$ cat src/rtl/mmio_pkg.sv
// Shared constants for the memory-mapped peripheral block.
package mmio_pkg;

  localparam logic [31:0] DEFAULT_BASE = 32'h4000_0000;

  // Register window is 64 bytes; offsets are byte offsets within it.
  localparam int         WIN_BITS    = 6;
  localparam logic [5:0] OFF_TH      = 6'h00;
  localparam logic [5:0] OFF_TL      = 6'h04;
  localparam logic [5:0] OFF_TCON    = 6'h08;
  localparam logic [5:0] OFF_LED     = 6'h0C;
  localparam logic [5:0] OFF_DIGI    = 6'h10;
  localparam logic [5:0] OFF_SYSTICK = 6'h14;

  // TCON bit positions
  localparam int TCON_EN = 0;
  localparam int TCON_IE = 1;
  localparam int TCON_IS = 2;

endpackage

$ cat src/rtl/mmio_peripherals_seg7.sv
// Hex nibble to active-low seven-segment pattern {dp,g,f,e,d,c,b,a}, dp off.
module seg7_decoder (
  input  logic [3:0] hex,
  output logic [7:0] seg
);

  // Standard glyphs; b and d rendered lowercase.
  always_comb begin
    seg = 8'hFF;
    case (hex)
      4'h0: seg = 8'hC0;
      4'h1: seg = 8'hF9;
      4'h2: seg = 8'hA4;
      4'h3: seg = 8'hB0;
      4'h4: seg = 8'h99;
      4'h5: seg = 8'h92;
      4'h6: seg = 8'h82;
      4'h7: seg = 8'hF8;
      4'h8: seg = 8'h80;
      4'h9: seg = 8'h90;
      4'hA: seg = 8'h88;
      4'hB: seg = 8'h83;
      4'hC: seg = 8'hC6;
      4'hD: seg = 8'hA1;
      4'hE: seg = 8'h86;
      4'hF: seg = 8'h8E;
      default: seg = 8'hFF;
    endcase
  end

endmodule

$ cat src/rtl/mmio_peripherals.sv
// Memory-mapped timer, systick, LED register and 4-digit seven-segment scanner.
module mmio_peripherals
  import mmio_pkg::*;
#(
  parameter logic [31:0] BASE     = DEFAULT_BASE,
  parameter int          SCAN_DIV = 100000
) (
  input  logic        clk,
  input  logic        reset,
  input  logic [31:0] Address,
  input  logic [31:0] Write_data,
  input  logic        MemRead,
  input  logic        MemWrite,
  output logic [31:0] Read_data,
  output logic        irqout,
  output logic [7:0]  leds,
  output logic [3:0]  anodes,
  output logic [7:0]  cathodes
);

  localparam int             DW       = (SCAN_DIV > 2) ? $clog2(SCAN_DIV) : 1;
  localparam logic [DW-1:0]  DIV_LAST = DW'(SCAN_DIV - 1);

  logic [31:0]   th, tl, systick;
  logic [2:0]    tcon;
  logic [7:0]    led;
  logic [15:0]   digi;
  logic [DW-1:0] div;
  logic [1:0]    idx;

  logic       hit, rd, wr;
  logic [5:0] off;
  logic       wr_th, wr_tl, wr_tcon, wr_led, wr_digi;
  logic       tl_max, reload, ovf_set;

  // Address decode: word offset inside the 64-byte window, byte lanes ignored.
  assign hit = (Address[31:WIN_BITS] == BASE[31:WIN_BITS]);
  assign off = {Address[5:2], 2'b00};
  assign rd  = MemRead  & hit;
  assign wr  = MemWrite & hit;

  assign wr_th   = wr && (off == OFF_TH);
  assign wr_tl   = wr && (off == OFF_TL);
  assign wr_tcon = wr && (off == OFF_TCON);
  assign wr_led  = wr && (off == OFF_LED);
  assign wr_digi = wr && (off == OFF_DIGI);

  // A software TL write preempts both the reload and the interrupt it would raise.
  assign tl_max  = (tl == 32'hFFFF_FFFF);
  assign reload  = tcon[TCON_EN] && tl_max && !wr_tl;
  assign ovf_set = reload && tcon[TCON_IE];

  // Combinational read mux; unmapped offsets and misses read as zero.
  always_comb begin
    Read_data = 32'h0;
    if (rd) begin
      case (off)
        OFF_TH:      Read_data = th;
        OFF_TL:      Read_data = tl;
        OFF_TCON:    Read_data = {29'h0, tcon};
        OFF_LED:     Read_data = {24'h0, led};
        OFF_DIGI:    Read_data = {16'h0, digi};
        OFF_SYSTICK: Read_data = systick;
        default:     Read_data = 32'h0;
      endcase
    end
  end

  // Software-writable registers plus timer count/reload; overflow set ORs into a TCON write.
  always_ff @(posedge clk or posedge reset) begin
    if (reset) begin
      th   <= 32'h0;
      tl   <= 32'h0;
      tcon <= 3'h0;
      led  <= 8'h0;
      digi <= 16'h0;
    end else begin
      if (wr_th)   th   <= Write_data;
      if (wr_led)  led  <= Write_data[7:0];
      if (wr_digi) digi <= Write_data[15:0];

      if (wr_tl)               tl <= Write_data;
      else if (reload)         tl <= th;
      else if (tcon[TCON_EN])  tl <= tl + 32'd1;

      if (wr_tcon)      tcon <= {Write_data[TCON_IS] | ovf_set, Write_data[1:0]};
      else if (ovf_set) tcon[TCON_IS] <= 1'b1;
    end
  end

  // Free-running cycle counter, read-only from the bus.
  always_ff @(posedge clk or posedge reset) begin
    if (reset) systick <= 32'h0;
    else       systick <= systick + 32'd1;
  end

  // Scan divider: each digit dwells SCAN_DIV cycles.
  always_ff @(posedge clk or posedge reset) begin
    if (reset) begin
      div <= '0;
      idx <= 2'd0;
    end else if (div == DIV_LAST) begin
      div <= '0;
      idx <= idx + 2'd1;
    end else begin
      div <= div + DW'(1);
    end
  end

  seg7_decoder u_seg (
    .hex (digi[idx*4 +: 4]),
    .seg (cathodes)
  );

  assign anodes = ~(4'b0001 << idx);
  assign irqout = tcon[TCON_IS];
  assign leds   = led;

endmodule

$ cat config.mk
export PLATFORM = sky130hd
export DESIGN_NAME = mmio_peripherals
export DESIGN_NICKNAME = d
export VERILOG_FILES = /design/src/rtl/mmio_pkg.sv /design/src/rtl/mmio_peripherals_seg7.sv /design/src/rtl/mmio_peripherals.sv
export SDC_FILE = /design/constraint.sdc
export NUM_CORES = 1
export LEC_CHECK = 0
export CORE_ASPECT_RATIO = 0.8
export CORE_MARGIN = 3
export CORE_UTILIZATION = 61
export CTS_BUF_LIST = sky130_fd_sc_hd__clkbuf_4
export DETAILED_ROUTE_END_ITERATION = 6
export HOLD_SLACK_MARGIN = 0.02
export PLACE_DENSITY = 0.89
export SLEW_MARGIN = 15
export SYNTH_ARGS = -nofsm -noshare
export SYNTH_HDL_FRONTEND = slang
export SYNTH_SLANG_ARGS = --single-unit
$ cat constraint.sdc
create_clock -name clk -period 10.6 [get_ports clk]
set_input_delay 2.12 -clock clk [delete_from_list [all_inputs] [get_ports clk]]
set_output_delay 2.12 -clock clk [all_outputs]
set_load 0.005 [all_outputs]
==> out/metrics.cfg, run 1 <==
[route]
totalWireLength_mm=23.31
vias_per_cell=6.837
wl_per_cell_um=21.69
drc=8
drtIter0Drc=1245
vias=7350
dr.pass1.iters=7
ant_nets=0

[worst_hold_path]
min-delay-start=div[0]
hp-class=reg -> reg
hold_end=div[0]
holdPathStages=1

[placement]
preCtsSetupSlack_ps=3762
portBuffers=117
place.gp.congestion=0.9332
placed_cells=1045
hpwl_mm=15.93

[clocking]
cts_htree_levels=4
cts_buffers=17
cts-resized-gates=0
clock_sinks=142
cts_setup_buffers=0
cts_tree=yes
clkSlewWorstSetupHoldPaths_ps=110
clock_path_buffers=2
clk-insertion-delay-late_ps=570
ctsHoldBuffers=0
clock-root-buffer=clkbuf_4

[worst_setup_path]
slowest_delay_ps=580
r2r-end=systick[31]
crit_type=in -> out
crit_required_ps=8480
end_kind=output port
reg2reg_depth=6
cp_common_cell=clkdlybuf4s50_1
critPathSlowestCell=or4_1
critPathMaxFanout=32
crit_path_cell_trace=clkdlybuf4s50_1 -> or4_1 -> nor3_1 -> nand3_1 -> buf_4 -> a21oi_1 -> clkdlybuf4s50_1
cp_data_arrival_time_ps=4760
r2r-start=systick[2]
r2r_setup_slack_ps=7630
cp-start-kind=input port

[floorplanning]
dieWidth_um=134.4
die_y_um=108.7
core_area_sq_um=12520
start_util_pct=64.22
die-area_sq_um=14610
ios=121
rows=36

[global_routing]
grt_pass1_vias=7269
grt_pass1_wl_mm=37.60
grt_usage_pct=32.78
grt_remaining_overflow=0
antenna_found_initial=0
grt_max_degree=78

[logic_synthesis]
netlist_instances=800
synth.avg_cell_area_sq_um=10.05
synth_seq_cells=142
yosys_warnings=0
synth_async_sr_flop_share_pct=100.0
yosysMostFrequentCell=dfrtp_1
yosys-top-cells-area=dfrtp_1, mux2_2, xnor2_1
synth.top_cells.by_count=dfrtp_1, nor2_1, nand2_1
yosysTopAreaCell=dfrtp_1
synth_top_area_share_pct=44.19
synth_area_sq_um=8041
synth_nets=881
yosysUniqueCellTypes=58
synth_edf_count=0
seq_area_frac_synth_pct=44.19
synth_flop_cell=dfrtp_1

[timing]
setup_ws_ps=3715
drv_slew=0
finalSetupViolCount=0
rsz0062_at_grt=no
clock_skew_ps=23.17
tns_ps=0
finalHoldViolations=0
period_needed_ps=6885
tightest_slew_ps=1212
finalCritPeriodShare_pct=64.95
max_freq_ghz=0.1453
relSlewSlack_pct=19.19

[final_layout]
area_delta_synth_final_pct=17.72
diodes=0
fin_nets=974
layout-drive-gt1-share_pct=13.05
layout.cells.non_filler=1075
utilization_pct=75.60

[outcome]
status=finished, violations left
violations=DRC

[flow_run]
cap_violations=0

[power]
peakVddDrop_mv=0.09638
p_leak_nw=3.886
pwr_density_cell_nw_per_um2=96.76

[worst max-delay path: cells and delay by family]
family,cells,cell delay [ps]
AOI/OAI and AO/OA,1,280
buffers and inverters,3,1250
and+or+nand+nor,3,1100
[worst max path at each step]
stage	from	to	slack (ps)	cells past startpoint
2_1_floorplan	reset	digi[0]	4670	1
3_3_place_gp	Address[18]	Read_data[10]	3880	7
3_5_place_dp	Address[18]	Read_data[1]	3760	7
4_1_cts	Address[18]	Read_data[1]	3760	7
5_1_grt	Address[18]	Read_data[15]	3650	7
6_report	Address[18]	Read_data[15]	3720	7
[layout by cell type (no fill, tap or decap), types with 3 or more instances in the layout]
| master | netlist | routed |
|---|---|---|
| dfrtp_1 | 142 | 142 |
| clkdlybuf4s50_1 | 0 | 117 |
| nor2_1 | 65 | 64 |
| nand2_1 | 62 | 62 |
| mux2_2 | 57 | 57 |
| a21oi_1 | 42 | 42 |
| xnor2_1 | 41 | 41 |
| a22oi_1 | 38 | 38 |
| nand3_1 | 36 | 36 |
| nand4_1 | 27 | 27 |
| xor2_1 | 26 | 26 |
| and3_1 | 19 | 19 |
| a31oi_1 | 19 | 19 |
| clkbuf_4 | 0 | 18 |
| o21ai_0 | 17 | 17 |
| nor3_1 | 17 | 16 |
| a222oi_1 | 16 | 16 |
| inv_1 | 15 | 14 |
| ha_1 | 13 | 13 |
| nor4_1 | 13 | 12 |
| buf_4 | 5 | 9 |
| o211ai_1 | 7 | 7 |
| a22o_1 | 7 | 7 |
| and4_1 | 6 | 6 |
| a21o_1 | 6 | 6 |
| a211oi_1 | 6 | 6 |
| nor2b_1 | 6 | 6 |
| clkinv_2 | 0 | 5 |
| clkinv_1 | 0 | 5 |
| mux4_2 | 4 | 4 |
| or4_1 | 3 | 3 |
| nor4_2 | 2 | 3 |
| nor3_2 | 2 | 3 |
| nand2b_1 | 3 | 3 |
| mux2_1 | 3 | 3 |
[layer usage]
| metal | wire (um) | GRT usage [%] |
|---|---|---|
| met5 | 0 | 0 |
| met4 | 624 | 12.28 |
| met3 | 3025 | 10.29 |
| met2 | 10700 | 50.79 |
| met1 | 8959 | 43.87 |
[where the power goes]
| part | switching, mW | internal (mW) |
|---|---|---|
| clock | 0.189 | 0.134 |
| sequential | 0.0000141 | 0.541 |
| combinational | 0.0265 | 0.0253 |
| total | 0.216 | 0.700 |
[state kept, by name (all words and copies together), names as in the netlist]
signal	cells
digi	16
systick	32
tl	32
div	17
leds	8
idx	2
tcon	3
th	32
[area by class of cell]
cell class                 count  area (sq um)
clock buffer                  18         135.1
timing repair buffer         126          1239
tap                          171         214.0
inverter                      15         61.31
fill                         871          3055
multi-input combinational    591          4160
clock inverter                12         103.9
sequential                   142          3553
[cells by family after synthesis]
kind of cell,Yosys count,synth area share (%)
xor gates and xnor gates,67,7.297
other,1,0.04663
buffers and inverters,67,4.248
DFF,142,44.19
and+or+nand+nor,278,18.28
AOI/OAI and AO/OA,167,14.27
muxes,65,9.647
adders and majority gates,13,2.023
[per-stage QoR]
step                      total power [mW]  instance area (sq um)  hold WS (ps)
after floorplan                     0.5682                   8041         442.5
after detailed placement            0.6034                   9228         474.0
after CTS                           0.9166                   9467         489.2
after global placement              0.6023                   9228         458.3
final                               0.9160                   9467         485.7
after global routing                0.9453                   9467         506.6
Power figures use the tool's default switching activity.
==> run 2, diff against run 1 <==
--- a/config.mk
+++ b/config.mk
@@ -7,11 +7,11 @@
 export LEC_CHECK = 0
 export CORE_ASPECT_RATIO = 0.8
 export CORE_MARGIN = 3
-export CORE_UTILIZATION = 61
+export CORE_UTILIZATION = 51
 export CTS_BUF_LIST = sky130_fd_sc_hd__clkbuf_4
 export DETAILED_ROUTE_END_ITERATION = 6
 export HOLD_SLACK_MARGIN = 0.02
-export PLACE_DENSITY = 0.89
+export PLACE_DENSITY = 0.79
 export SLEW_MARGIN = 15
 export SYNTH_ARGS = -nofsm -noshare
 export SYNTH_HDL_FRONTEND = slang
==> constraint.sdc (replaced) <==
create_clock -name clk -period 5.8 [get_ports clk]
set_input_delay 1.16 -clock clk [delete_from_list [all_inputs] [get_ports clk]]
set_output_delay 1.16 -clock clk [all_outputs]
set_load 0.005 [all_outputs]
==> run 2 against run 1 <==
  * The flow now finishes without violations
  * Wire length decreased by 6.0%
  * Sequential cell count unchanged
  * Count of clock-buffer cells in the layout decreased by 1
  * Global-route usage decreased by 7.5 points
  * Sequential power increased by 83%
  * Final area increased by 1.1%
  * Worst setup slack got worse by 2900 ps
  * Clock skew decreased by 0.64 ps
  * Core utilization decreased by 13 points
  * Via count decreased by 5.2%
  * Critical endpoint is now Read_data[14]
==> out/metrics.cfg, run 2 (same netlist as run 1, synthesis figures left out) <==
[timing]
max_freq_ghz=0.2024
finalSetupViolCount=0
period_needed_ps=4940
finalCritPeriodShare_pct=85.18
tightest_slew_ps=1131
tns_ps=0
clock_skew_ps=22.53
setup_ws_ps=859.6
rsz0062_at_grt=no
drv_slew=0
relSlewSlack_pct=24.58
finalHoldViolations=0

[final_layout]
mostFrequentLayoutCell=dfrtp_1
layout-drive-gt1-share_pct=13.99
mostFrequentLayoutCells=dfrtp_1, clkdlybuf4s50_1, nor2_1
top_regs=systick: 32 flops, th: 32 flops, tl: 32 flops
area_delta_synth_final_pct=19.00
fin_nets=976

[clocking]
clock-root-buffer=clkbuf_4
cts_htree_levels=4
cts-resized-gates=0
clkSlewWorstSetupHoldPaths_ps=140
clock_sinks=142
clock_path_buffers=2
ctsHoldBuffers=0
clk-insertion-delay-late_ps=580
cts_tree=yes
cts_setup_buffers=0
cts_buffers=17

[worst_hold_path]
min-delay-start=div[0]
hold_end=div[0]
holdPathStages=1
hp-class=reg -> reg

[floorplanning]
ios=121
die-area_sq_um=17320
start_util_pct=52.85
dieWidth_um=146.4
die_y_um=118.3
rows=40
core_area_sq_um=15210

[route]
drc=0
totalWireLength_mm=21.93
ant_nets=0
vias_per_cell=6.226
wl_per_cell_um=19.59
drtIter0Drc=866
dr.pass1.iters=6
vias=6967

[power]
peakVddDrop_mv=0.1084
p_leak_nw=3.894
pwr_density_cell_nw_per_um2=175.6

[worst_setup_path]
r2r-end=tl[26]
end_kind=output port
crit_family=buffers and inverters
reg2reg_depth=7
r2r_setup_slack_ps=2880
critPathSlowestCell=or4_1
critPathMaxFanout=17
crit_required_ps=4640
cp_common_cell=clkdlybuf4s50_1
crit_path_cell_trace=clkdlybuf4s50_1 -> or4_1 -> nor3_1 -> nand3_1 -> buf_4 -> a21oi_1 -> clkdlybuf4s50_1
r2r-start=tl[0]
cp-start-kind=input port
cp_data_arrival_time_ps=3780
slowest_delay_ps=560
crit_type=in -> out
crit_buf_inv=3

[global_routing]
grt_pass1_vias=6595
grt_usage_pct=25.28
grt_remaining_overflow=0
grt_max_degree=110
antenna_found_initial=1
grt_pass1_wl_mm=34.83

[outcome]
status=finished clean

[placement]
portBuffers=117
hpwl_mm=15.28
place.gp.congestion=0.8764
preCtsSetupSlack_ps=910.3

[flow_run]
cap_violations=0

==> run 2: worst max path at each step <==
| stage | from | end | slack (ps) | cells past startpoint |
|---|---|---|---|---|
| floorplan | reset | digi[0] | 830 | 1 |
| global placement | Address[18] | Read_data[12] | 920 | 7 |
| detailed placement | Address[18] | Read_data[14] | 910 | 7 |
| CTS | Address[18] | Read_data[12] | 910 | 7 |
| global route | Address[18] | Read_data[14] | 660 | 7 |
| finish | Address[24] | Read_data[14] | 860 | 7 |
==> run 2: area by class of cell <==
type	instances	area [sq um]
antenna	1	2.502
clock buffer	17	127.6
clock inverter	15	130.1
fill	1291	5645
inverter	15	61.31
multi-input combinational	591	4165
sequential	142	3553
tap	210	262.8
timing repair buffer	128	1266
==> run 2: where the power goes <==
group          internal [mW]  switching [mW]  leakage (nW)
Clock                  0.183           0.413         0.133
Sequential             0.990       0.0000270          1.81
Combinational         0.0465          0.0473          1.95
==> run 2: stage by stage <==
stage                     utilization, %  instance area (sq um)  cells  power [mW]  hold slack [ps]
after global placement             61.18                   9309   1086       1.103            469.3
after floorplan                        -                   8041    800       1.038            442.5
after detailed placement           61.18                   9309   1086       1.104            481.9
final                              62.89                   9569   1119       1.680            504.3
after global routing               62.89                   9569   1119       1.742            512.0
after CTS                          62.88                   9567   1118       1.689            502.7
==> run 2: layer usage <==
metal  track usage, %  vias to the layer above  wire length (um)
li1                 -                     3155                 -
met1            36.40                     3406              9554
met2            37.18                      370              9594
met3            7.282                       36              2330
met4            7.521                        0               446
met5                0                        -                 0
==> run 3, diff against run 2 <==
--- a/config.mk
+++ b/config.mk
@@ -5,8 +5,8 @@
 export SDC_FILE = /design/constraint.sdc
 export NUM_CORES = 1
 export LEC_CHECK = 0
+export CAP_MARGIN = 5
 export CORE_ASPECT_RATIO = 0.8
-export CORE_MARGIN = 3
 export CORE_UTILIZATION = 51
 export CTS_BUF_LIST = sky130_fd_sc_hd__clkbuf_4
 export DETAILED_ROUTE_END_ITERATION = 6
==> run 3 against run 2 <==
  * Count of clock-buffer cells in the layout did not move
  * Worst setup slack improved by 29 ps
  * Via count rose by 0.72%
  * Combinational power rose by 0.5%
  * Worst hold slack got worse by 20 ps
  * Non-clock buffer count rose by 1
  * Wire length barely moved
  * Register-to-register slack got worse by 110 ps
  * Critical path depth did not move
  * Sequential cell count did not move
  * Largest cell class unchanged
==> out/metrics.cfg, run 3 (same netlist as run 1, synthesis figures left out) <==
[clocking]
cts_tree=yes
clk-insertion-delay-late_ps=570
clock_sinks=142
ctsHoldBuffers=0
cts_buffers=17
clock-root-buffer=clkbuf_4
cts_setup_buffers=0
clock_path_buffers=2
clkSlewWorstSetupHoldPaths_ps=110
cts_htree_levels=4
cts-resized-gates=0

[final_layout]
layout-drive-gt1-share_pct=13.99
nFillCells=1304
mostFrequentLayoutCells=dfrtp_1, clkdlybuf4s50_1, nor2_1
diodes=0
fin_nets=977
area_delta_synth_final_pct=19.85
mostFrequentLayoutCell=dfrtp_1
top_regs=systick: 32 flops, th: 32 flops, tl: 32 flops

[timing]
clock_skew_ps=24.75
finalHoldViolations=0
finalCritPeriodShare_pct=84.68
rsz0062_at_grt=no
tns_ps=0
period_needed_ps=4911
setup_ws_ps=888.7
fin_hold_ws_ps=483.8
max_freq_ghz=0.2036
relSlewSlack_pct=28.71
finalSetupViolCount=0
tightest_slew_ps=1067
drv_slew=0

[worst_setup_path]
crit_required_ps=4640
cp-start-kind=input port
cp_data_arrival_time_ps=3750
end_kind=output port
critPathMaxFanout=32
crit_type=in -> out

[placement]
place.gp.congestion=0.8856
portBuffers=117
preCtsSetupSlack_ps=903.2
hpwl_mm=15.28

[outcome]
status=finished clean

[global_routing]
grt_usage_pct=28.13
grt_max_degree=115
grt_remaining_overflow=0
grt_pass1_wl_mm=35.05
grt_pass1_vias=6465
antenna_found_initial=0

[route]
ant_nets=0
dr.pass1.iters=6
wl_per_cell_um=19.63
vias=7017
vias_per_cell=6.276
totalWireLength_mm=21.95
drc=0
drtIter0Drc=909

[floorplanning]
core_area_sq_um=15210
dieWidth_um=142.4
start_util_pct=52.85
ios=121
die_y_um=114.3
rows=40
die-area_sq_um=16280

[worst_hold_path]
hp-class=reg -> reg

[power]
total_power_mw=1.807
peakVddDrop_mv=0.1598
p_leak_nw=3.913
pwr_density_cell_nw_per_um2=187.5

[flow_run]
cap_violations=0

==> run 3: cell count changes in the layout (fill, tap and decap cells not counted), sizes merged <==
cell | previous run | this run
inv | 22 | 16
bufinv | 0 | 4
clkinvlp | 3 | 7
clkinv | 5 | 2
buf | 11 | 12
diode | 1 | 0
==> run 3: power by group <==
part	internal [mW]	switching, mW	total [mW]
Combinational	0.0467	0.0476	0.0944
Clock	0.338	0.384	0.723
Sequential	0.990	0.0000251	0.990
Total	1.37	0.432	1.81
==> run 3: worst paths after layout <==
kind                             start       endpoint  slack [ps]  cells after the start
max in group asynchronous        reset     systick[0]        3540                      3
setup reg to reg                tl[19]         tl[15]        2770                      6
min in group asynchronous        reset        div[10]        1140                      2
hold / removal             systick[31]    systick[31]         480                      1
setup / recovery           Address[24]  Read_data[12]         890                      7
hold reg to reg            systick[31]    systick[31]         480                      1
==> run 3: layout make-up <==
class | count | area, sq um | share of cell area (%)
multi-input combinational | 591 | 4165 | 43.22
sequential | 142 | 3553 | 36.87
timing repair buffer | 129 | 1274 | 13.22
tap | 210 | 262.8 | 2.726
clock inverter | 14 | 193.9 | 2.012
clock buffer | 17 | 127.6 | 1.324
inverter | 15 | 61.31 | 0.6361
==> run 3: stage by stage <==
step	instance area, sq um	util, %	std cells
final	9638	63.35	1118
after global routing	9638	63.35	1118
after CTS	9638	63.35	1118
after detailed placement	9316	61.23	1087
after global placement	9316	61.23	1087
after floorplan	8041	-	800
==> run 3: per-layer routing <==
metal | wire length (um) | GRT usage [%]
met5 | 0 | 0
met4 | 252 | 6.595
met3 | 2346 | 7.194
met2 | 9666 | 41.08
met1 | 9681 | 41.68
==> run 3: critical path, stage by stage <==
cell and delay, ps:
clkdlybuf4s50_1 390, or4_1 560, nor3_1 380, nand3_1 130, buf_4 290, a21oi_1 290, clkdlybuf4s50_1 560
